$ cat src/rtl/mul_scheduler_pkg.sv
// Shared types and default parameters for the multiplier scheduler.
package mul_scheduler_pkg;

    localparam int unsigned N_REQ_DEF   = 4;
    localparam int unsigned WIDTH_DEF   = 8;
    localparam int unsigned TIMEOUT_DEF = 64;

    typedef enum logic [1:0] {
        StIdle,
        StLaunch,
        StWait,
        StResp
    } state_e;

endpackage

$ cat src/rtl/mul_scheduler_if.sv
// Requester and multiplier-side signals of the scheduler, bundled as one interface.
interface mul_scheduler_if import mul_scheduler_pkg::*; #(
    parameter int unsigned N_REQ = N_REQ_DEF,
    parameter int unsigned WIDTH = WIDTH_DEF
);
    logic [N_REQ-1:0]       req;
    logic [N_REQ*WIDTH-1:0] a_in;
    logic [N_REQ*WIDTH-1:0] b_in;
    logic [N_REQ-1:0]       gnt;
    logic [N_REQ-1:0]       rsp_valid;
    logic [2*WIDTH-1:0]     rsp_data;
    logic                   rsp_err;
    logic                   mul_start;
    logic [WIDTH-1:0]       mul_a;
    logic [WIDTH-1:0]       mul_b;
    logic                   mul_done;
    logic [2*WIDTH-1:0]     mul_p;

    // Requesters plus the multiplier, as seen from outside the scheduler.
    modport master (
        output req, a_in, b_in, mul_done, mul_p,
        input  gnt, rsp_valid, rsp_data, rsp_err, mul_start, mul_a, mul_b
    );

    // The scheduler itself.
    modport slave (
        input  req, a_in, b_in, mul_done, mul_p,
        output gnt, rsp_valid, rsp_data, rsp_err, mul_start, mul_a, mul_b
    );
endinterface

$ cat src/rtl/mul_scheduler_rr_arbiter.sv
// Combinational round-robin pick: first requester after last_gnt, wrapping around.
module rr_arbiter import mul_scheduler_pkg::*; #(
    parameter int unsigned N_REQ = N_REQ_DEF,
    localparam int unsigned IDX_W = (N_REQ > 1) ? $clog2(N_REQ) : 1
) (
    input  logic [N_REQ-1:0] req,
    input  logic [IDX_W-1:0] last_gnt,
    output logic [N_REQ-1:0] grant
);

    logic [IDX_W-1:0] idx;
    logic             found;

    // Scan offsets 1..N_REQ from last_gnt; the first set request wins.
    always_comb begin
        grant = '0;
        found = 1'b0;
        idx   = '0;
        for (int unsigned k = 1; k <= N_REQ; k++) begin
            idx = IDX_W'((32'(last_gnt) + k) % N_REQ);
            if (!found && req[idx]) begin
                grant[idx] = 1'b1;
                found      = 1'b1;
            end
        end
    end

endmodule

$ cat src/rtl/mul_scheduler.sv
// Shares one multiplier between N_REQ requesters: grant, launch, wait (with watchdog), respond.
module mul_scheduler import mul_scheduler_pkg::*; #(
    parameter int unsigned N_REQ   = N_REQ_DEF,
    parameter int unsigned WIDTH   = WIDTH_DEF,
    parameter int unsigned TIMEOUT = TIMEOUT_DEF
) (
    input logic          clk,
    input logic          rst,
    mul_scheduler_if.slave bus
);

    localparam int unsigned IDX_W = (N_REQ > 1) ? $clog2(N_REQ) : 1;
    localparam int unsigned WD_W  = (TIMEOUT > 1) ? $clog2(TIMEOUT) : 1;

    state_e             state_q, state_d;
    logic [IDX_W-1:0]   last_gnt_q, last_gnt_d;
    logic [IDX_W-1:0]   owner_q, owner_d;
    logic [WIDTH-1:0]   mul_a_q, mul_a_d;
    logic [WIDTH-1:0]   mul_b_q, mul_b_d;
    logic [2*WIDTH-1:0] rsp_data_q, rsp_data_d;
    logic               rsp_err_q, rsp_err_d;
    logic [WD_W-1:0]    wd_q, wd_d;

    logic [N_REQ-1:0]   arb_gnt;
    logic [IDX_W-1:0]   arb_idx;

    rr_arbiter #(
        .N_REQ (N_REQ)
    ) u_arb (
        .req      (bus.req),
        .last_gnt (last_gnt_q),
        .grant    (arb_gnt)
    );

    // Encode the one-hot winner into an index for operand selection and ownership.
    always_comb begin
        arb_idx = '0;
        for (int unsigned i = 0; i < N_REQ; i++) begin
            if (arb_gnt[i]) begin
                arb_idx = IDX_W'(i);
            end
        end
    end

    // Next-state and pulse outputs of the four-state operation sequencer.
    always_comb begin
        state_d       = state_q;
        last_gnt_d    = last_gnt_q;
        owner_d       = owner_q;
        mul_a_d       = mul_a_q;
        mul_b_d       = mul_b_q;
        rsp_data_d    = rsp_data_q;
        rsp_err_d     = rsp_err_q;
        wd_d          = wd_q;
        bus.gnt       = '0;
        bus.mul_start = 1'b0;
        bus.rsp_valid = '0;

        unique case (state_q)
            StIdle: begin
                if (|bus.req) begin
                    bus.gnt    = arb_gnt;
                    last_gnt_d = arb_idx;
                    owner_d    = arb_idx;
                    mul_a_d    = bus.a_in[arb_idx*WIDTH +: WIDTH];
                    mul_b_d    = bus.b_in[arb_idx*WIDTH +: WIDTH];
                    state_d    = StLaunch;
                end
            end
            StLaunch: begin
                // mul_done is deliberately not looked at here.
                bus.mul_start = 1'b1;
                wd_d          = '0;
                state_d       = StWait;
            end
            StWait: begin
                wd_d = wd_q + 1'b1;
                // Completion takes priority over an expiry in the same cycle.
                if (bus.mul_done) begin
                    rsp_data_d = bus.mul_p;
                    rsp_err_d  = 1'b0;
                    state_d    = StResp;
                end else if (wd_q == WD_W'(TIMEOUT - 2)) begin
                    rsp_data_d = '0;
                    rsp_err_d  = 1'b1;
                    state_d    = StResp;
                end
            end
            StResp: begin
                bus.rsp_valid[owner_q] = 1'b1;
                state_d                = StIdle;
            end
            default: state_d = StIdle;
        endcase

        // No pulses while reset is held, so a held reset cannot grant without launching.
        if (rst) begin
            bus.gnt       = '0;
            bus.mul_start = 1'b0;
            bus.rsp_valid = '0;
        end
    end

    // State register with synchronous reset; reset aborts any operation in flight.
    always_ff @(posedge clk) begin
        if (rst) begin
            state_q    <= StIdle;
            last_gnt_q <= IDX_W'(N_REQ - 1);
            owner_q    <= '0;
            mul_a_q    <= '0;
            mul_b_q    <= '0;
            rsp_data_q <= '0;
            rsp_err_q  <= 1'b0;
            wd_q       <= '0;
        end else begin
            state_q    <= state_d;
            last_gnt_q <= last_gnt_d;
            owner_q    <= owner_d;
            mul_a_q    <= mul_a_d;
            mul_b_q    <= mul_b_d;
            rsp_data_q <= rsp_data_d;
            rsp_err_q  <= rsp_err_d;
            wd_q       <= wd_d;
        end
    end

    assign bus.mul_a    = mul_a_q;
    assign bus.mul_b    = mul_b_q;
    assign bus.rsp_data = rsp_data_q;
    assign bus.rsp_err  = rsp_err_q;

endmodule

$ cat src/flat_wrapper.sv
// flat-port wrapper written by rule: the top's interface ports become plain ports
module mul_scheduler_flat import mul_scheduler_pkg::*;
#(
    parameter int unsigned N_REQ   = N_REQ_DEF,
    parameter int unsigned WIDTH   = WIDTH_DEF,
    parameter int unsigned TIMEOUT = TIMEOUT_DEF
)
  (clk, rst, bus_req, bus_a_in, bus_b_in, bus_mul_done, bus_mul_p, bus_gnt, bus_rsp_valid, bus_rsp_data, bus_rsp_err, bus_mul_start, bus_mul_a, bus_mul_b);
  mul_scheduler_if #(.N_REQ(N_REQ), .WIDTH(WIDTH)) bus_i ();
  input logic clk;
  input logic rst;
  input wire logic [$bits(bus_i.req)-1:0] bus_req;
  input wire logic [$bits(bus_i.a_in)-1:0] bus_a_in;
  input wire logic [$bits(bus_i.b_in)-1:0] bus_b_in;
  input wire logic [$bits(bus_i.mul_done)-1:0] bus_mul_done;
  input wire logic [$bits(bus_i.mul_p)-1:0] bus_mul_p;
  output wire logic [$bits(bus_i.gnt)-1:0] bus_gnt;
  output wire logic [$bits(bus_i.rsp_valid)-1:0] bus_rsp_valid;
  output wire logic [$bits(bus_i.rsp_data)-1:0] bus_rsp_data;
  output wire logic [$bits(bus_i.rsp_err)-1:0] bus_rsp_err;
  output wire logic [$bits(bus_i.mul_start)-1:0] bus_mul_start;
  output wire logic [$bits(bus_i.mul_a)-1:0] bus_mul_a;
  output wire logic [$bits(bus_i.mul_b)-1:0] bus_mul_b;
  assign bus_i.req = bus_req;
  assign bus_i.a_in = bus_a_in;
  assign bus_i.b_in = bus_b_in;
  assign bus_i.mul_done = bus_mul_done;
  assign bus_i.mul_p = bus_mul_p;
  assign bus_gnt = bus_i.gnt;
  assign bus_rsp_valid = bus_i.rsp_valid;
  assign bus_rsp_data = bus_i.rsp_data;
  assign bus_rsp_err = bus_i.rsp_err;
  assign bus_mul_start = bus_i.mul_start;
  assign bus_mul_a = bus_i.mul_a;
  assign bus_mul_b = bus_i.mul_b;
  mul_scheduler #(.N_REQ(N_REQ), .WIDTH(WIDTH), .TIMEOUT(TIMEOUT)) u_core (.clk(clk), .rst(rst), .bus(bus_i));
endmodule
$ cat config.mk
export PLATFORM = sky130hd
export DESIGN_NAME = mul_scheduler_flat
export DESIGN_NICKNAME = d
export VERILOG_FILES = /design/src/rtl/mul_scheduler_pkg.sv /design/src/rtl/mul_scheduler_if.sv /design/src/rtl/mul_scheduler_rr_arbiter.sv /design/src/rtl/mul_scheduler.sv /design/src/flat_wrapper.sv
export SDC_FILE = /design/constraint.sdc
export NUM_CORES = 1
export LEC_CHECK = 0
export CORE_MARGIN = 1
export CORE_UTILIZATION = 38
export DETAILED_ROUTE_END_ITERATION = 10
export GPL_ROUTABILITY_DRIVEN = 0
export GPL_TIMING_DRIVEN = 0
export PLACE_DENSITY_LB_ADDON = 0.15
export SETUP_SLACK_MARGIN = 0.05
export SYNTH_ARGS = -nofsm -noshare
export SYNTH_HDL_FRONTEND = slang
export SYNTH_SLANG_ARGS = --single-unit
$ cat constraint.sdc
create_clock -name clk -period 4.08 [get_ports clk]
set_input_delay 1.224 -clock clk [delete_from_list [all_inputs] [get_ports clk]]
set_output_delay 1.224 -clock clk [all_outputs]
set_load 0.1 [all_outputs]
== Yosys cells after proc, flatten, opt, wreduce, memory -nomap -nowiden ==
Cells that the tools add are included.

* Register bits: 45
* Bits of input ports: 87
* Output and inout port bits: 42
* Word-level logic and storage cells: 96

* Add/sub/neg operators: 5
* Magnitude comparators: 10
* Equality and inequality tests: 6
* Shifts and indexed selects: 2
* Multiplexer cells: 44
* Bitwise gates (word level): 3
* Reduce and logical (&&, ||, !) cells: 18

{| class="wikitable"
|+ Operator list
! operator !! number
|-
| $shiftx A32 B6 Y8 || 2
|-
| $mux W4 || 9
|-
| $mux W16 || 2
|-
| $mux W1 || 17
|-
| $lt A2 B3 Y1 const B || 5
|-
| $or A4 B4 Y4 || 3
|-
| $pmux W6 S2 || 1
|-
| $demux W1 S2 || 5
|-
| $ge A2 B1 Y1 const B || 5
|-
| $mux W2 || 5
|-
| $bmux W1 S2 || 4
|-
| $logic_and A1 B1 Y1 || 8
|-
| $pmux W2 S4 || 1
|-
| $add A6 B1 Y6 const B || 1
|-
| $eq A6 B6 Y1 const B || 1
|-
| $reduce_and A2 Y1 || 3
|-
| $add A2 B1 Y2 const B || 2
|-
| $add A2 B2 Y2 const B || 2
|-
| $eq A2 B2 Y1 const B || 2
|-
| $reduce_bool A2 Y1 || 2
|-
| $reduce_or A4 Y1 || 1
|-
| $logic_not A1 Y1 || 3
|-
| $ne A3 B2 Y1 const B || 1
|-
| $eq A2 B1 Y1 const B || 1
|-
| 2 further kinds || 2
|}

== Longest topological paths before layout ==
* Depth after elaboration: 17
* Depth in mapped cells: 11
* Gate-level depth less buffers: 8

== By module ==
From an unflattened synthesis, not the netlist that was laid out.

* Cells, all modules: 314
* Area, all modules: 2824.0 µm²

{| class="wikitable"
|+ By module, submodules not included
! module !! times used !! cells each !! area an instance (µm²) !! seq. area each (µm²)
|-
| mul_scheduler || 1 || 276 || 2466.1 || 900.9
|-
| rr_arbiter || 1 || 38 || 357.8 || 0.0
|}

== Worst setup path after synthesis ==
OpenSTA, ideal clock, no wires.

* Path type: input to output
* Start: input bus_req[2]
* End: output bus_gnt[3]
* Arrival: 4.941 ns
* Data required time: 2.856 ns
* Path slack: -2.085 ns
* Stages: 6
* Path buffers: 2
* Cells stage by stage: mux4_2 > or2_1 > o311ai_2 > buf_6 > clkbuf_8 > nor3b_1

* Word-level cells in the longest chain between the ends: 15

{| class="wikitable"
|+ Ends and longest elaborated chain
! element !! line !! source
|-
| start, declared || flat_wrapper.sv:12 || <nowiki>input wire logic [$bits(bus_i.req)-1:0] bus_req;</nowiki>
|-
| $bmux W1 S2 || mul_scheduler_rr_arbiter.sv:21 || <nowiki>if (!found && req[idx]) begin</nowiki>
|-
| $mux W1 (not written as such) || mul_scheduler_rr_arbiter.sv:21 ||
|-
| $mux W1 || mul_scheduler_rr_arbiter.sv:21 ||
|-
| $logic_not A1 Y1 || mul_scheduler_rr_arbiter.sv:21 ||
|-
| $logic_and A1 B1 Y1 || mul_scheduler_rr_arbiter.sv:21 ||
|-
| $mux W1 || mul_scheduler_rr_arbiter.sv:21 ||
|-
| $logic_not A1 Y1 || mul_scheduler_rr_arbiter.sv:21 ||
|-
| $logic_and A1 B1 Y1 || mul_scheduler_rr_arbiter.sv:21 ||
|-
| $mux W1 || mul_scheduler_rr_arbiter.sv:21 ||
|-
| $logic_not A1 Y1 || mul_scheduler_rr_arbiter.sv:21 ||
|-
| $logic_and A1 B1 Y1 || mul_scheduler_rr_arbiter.sv:21 ||
|-
| $mux W4 || mul_scheduler_rr_arbiter.sv:21 ||
|-
| $mux W4 * || mul_scheduler.sv:61 || <nowiki>if (|bus.req) begin</nowiki>
|-
| $mux W4 * || mul_scheduler.sv:59 || <nowiki>unique case (state_q)</nowiki>
|-
| $mux W4 * || mul_scheduler.sv:97 || <nowiki>if (rst) begin</nowiki>
|-
| end, declared || flat_wrapper.sv:17 || <nowiki>output wire logic [$bits(bus_i.gnt)-1:0] bus_gnt;</nowiki>
|}

Every way passes the cells marked *; elsewhere a longest branch is shown, timed or not. The select of a mux whose other input is x is not followed.

== Final worst setup path ==
Same ends and word-level chain as after synthesis.

==> results.toml <==
[status]
outcome = "finished, violations left"
violations = "negative setup slack"

[clock_tree]
clk_pin_slew_ns = 0.09
cts_root_buffer = "clkbuf_8"
cts_buffers = 5
cts_tree = "built"
clkLatencyLatePin_ns = 0.31
cts_max_level = 2
cts_buffer_depth = 2
cts_sinks = 45

[setup_path]
cp_max_fo = 5
worstPathCellList = "buf_8 > mux4_2 > or2_4 > o311ai_4 > buf_6 > nor3b_4 > buf_12"
cp_data_arrival_time_ns = 2.98
cp-start-kind = "primary input"
worstPathRequired_ns = 2.86
critPathTopFamily = "simple AND/OR/NAND/NOR gates"
crit_buf_inv = 3
cpPeakStageDelay_ns = 0.50
cp-end-kind = "output port"
slowest_stage = "mux4_2"
path_class = "primary input to output port"

[routing]
drc = 0
num_vias = 2956
routedWlPerCell_um = 15.6
ant_nets = 0
viasPerCell = 5.36
drtIter0Drc = 126
drt-total-wl_um = 8590
drtPass1Iterations = 5

[timing]
setup_viol_count_final = 4
slew_headroom_pct = 33.0
rsz0062_at_grt = "true"
fmax_mhz = 238
setup_tns_ns = -0.233
fin_ws_ns = -0.127
finClkSkew_ns = 0.0127
slew_violations = 0
period_share_pct = 103
hold_ws_ns = 0.475
fin_crit_ns = 4.21
hold_violations = 0
worst_slew_pin_slew_ns = 1.00

[floorplan]
die_w_um = 87.7
io_pins = 129
start_util_pct = 40.2
die_h_um = 87.7
die-area_um2 = 7690
row_count = 30
core_area_um2 = 6940

[cells_and_area]
drive_above_1_share_pct = 17.8
mostFrequentLayoutCells = "114 x clkdlybuf4s50_1, 44 x dfxtp_1, 42 x nor2_1"
mostFrequentLayoutCell = "clkdlybuf4s50_1"
nets = 556
area_delta_synth_final_pct = 63.1
antennaDiodeCount = 0

[synth]
async_flop_share_pct = 0
ys_ff_latch = 45
synth_fa_ha_area_share_pct = 6.73
synth_top_area_share_pct = 32.3
syn_inst = 310
synth_xor_area_share_pct = 0.942
synth_flop_cell = "dfxtp_1"
synth_edf_count = 0
synth_area_leaders = "dfxtp_1 32%, ha_1 6.7%, a211oi_1 6.2%"
synthesis.nets = 412
yosys.area.top_type = "dfxtp_1"
synth_top_family_by_area = "compound AO/OA/AOI/OAI gates"
yosysWarnings = 0
yosysSeqAreaShare_pct = 32.3
ys_types = 49
muxShareOfSynthArea_pct = 4.89
synth_simple_gate_area_share_pct = 19.0
synth_area_um2 = 2790
avgSynthCellArea_um2 = 9.00
synth_compound_area_share_pct = 29.4

[place]
dp_hpwl_um = 6380
portBuffers = 127

[global_route]
grt_use_total_pct = 22.5
antenna_found_initial = 0
grt_pass1_vias = 2758
grt_pass1_wl_um = 13400
overflow = 0
grt_max_degree = 17

[power]
power_density_nw_per_um2 = 764
vdd_drop_max_v = 0.000487
leakagePower_nw = 1.73

[worst_hold_path]
hold_path.class = "flip-flop to flip-flop"

[run]
cap_violations = 0
-- cell families (layout without fill, tap and decap cells) --
group | after synthesis | count (layout)
compound gates | 103 | 103
simple gates | 100 | 100
flops | 45 | 45
buf+inv | 36 | 181
fa+ha+maj | 15 | 15
mux | 8 | 8
xor+xnor | 3 | 3
-- where the power goes --
group          switching, mW  internal, mW
Clock                  0.172         0.125
Sequential            0.0871         0.549
Combinational           1.62         0.920
-- registers in the layout, summed over array words and instances (netlist names) --
signal               cells
u_core.bus.mul_b         8
u_core.bus.rsp_data     16
u_core.state_q           2
u_core.last_gnt_q        2
u_core.bus.rsp_err       1
u_core.wd_q              6
u_core.owner_q           2
u_core.bus.mul_a         8
-- path summary, 6_finish.rpt --
| kind | start | to | slack (ns) | depth (start not counted) |
|---|---|---|---|---|
| max | bus_req[2] | bus_gnt[3] | -0.13 | 7 |
| min | u_core.bus.rsp_err | u_core.bus.rsp_err | 0.47 | 2 |
| max reg2reg | u_core.last_gnt_q[0] | u_core.bus.mul_b[3] | 0.71 | 14 |
| min reg2reg | u_core.bus.rsp_err | u_core.bus.rsp_err | 0.47 | 2 |
-- metrics by stage --
step	utilization (%)	power [mW]	worst slack, ns	instance area [um^2]	cells
3_3_place_gp	61.7	2.98	-1.86	4290	533
5_1_grt	65.5	3.68	-0.157	4550	551
2_1_floorplan	-	2.45	-0.664	2890	310
6_report	65.5	3.47	-0.127	4550	551
4_1_cts	65.0	3.45	-0.118	4520	549
3_5_place_dp	61.7	3.02	-1.87	4290	533
-- layer usage --
metal  track usage (%)  up-vias  wire (um)
met5                 0        -          0
met4              7.00        0        185
met3              5.66       18        586
met2              37.9      109       4060
met1              28.4     1391       3750
li1                  -     1438          -
-- synth_stat cells (all sizes together), types with 2 or more instances --
library cell,n
a21boi,16
inv,9
dfxtp,45
a21o,2
a22oi,16
and2b,2
mux2,2
nor3,3
and3,16
nor4bb,2
nand3,2
mux2i,2
o21ai,17
a211oi,23
and2,3
nor2,43
or2,2
nand2b,4
nand3b,4
a21oi,5
mux4,4
nand4,2
xor2,3
buf,10
nor2b,4
ha,15
nor3b,2
clkbuf,17
a221oi,18
nand2,7
-- cell type report --
cell class,instances,area (um^2)
well taps,96,120
flip-flops and latches,45,902
clock inverters,3,25.0
multi-input cells,229,1850
repair buffers,139,1410
fillers,584,2390
plain buffers,25,140
clock buffers,5,68.8
inverters,9,33.8
-- worst min-delay path, stage by stage (launching register included) --
cell      delay (ns)
dfxtp_1         0.32
inv_1           0.05
a211oi_1        0.06
-- timing repair --
action	CTS	global route
gates resized for setup	82	8
setup endpoints to repair	9	5
buffers inserted	10	2
pin swaps	5	3
hold buffers	0	0
Power figures use the tool's default switching activity.
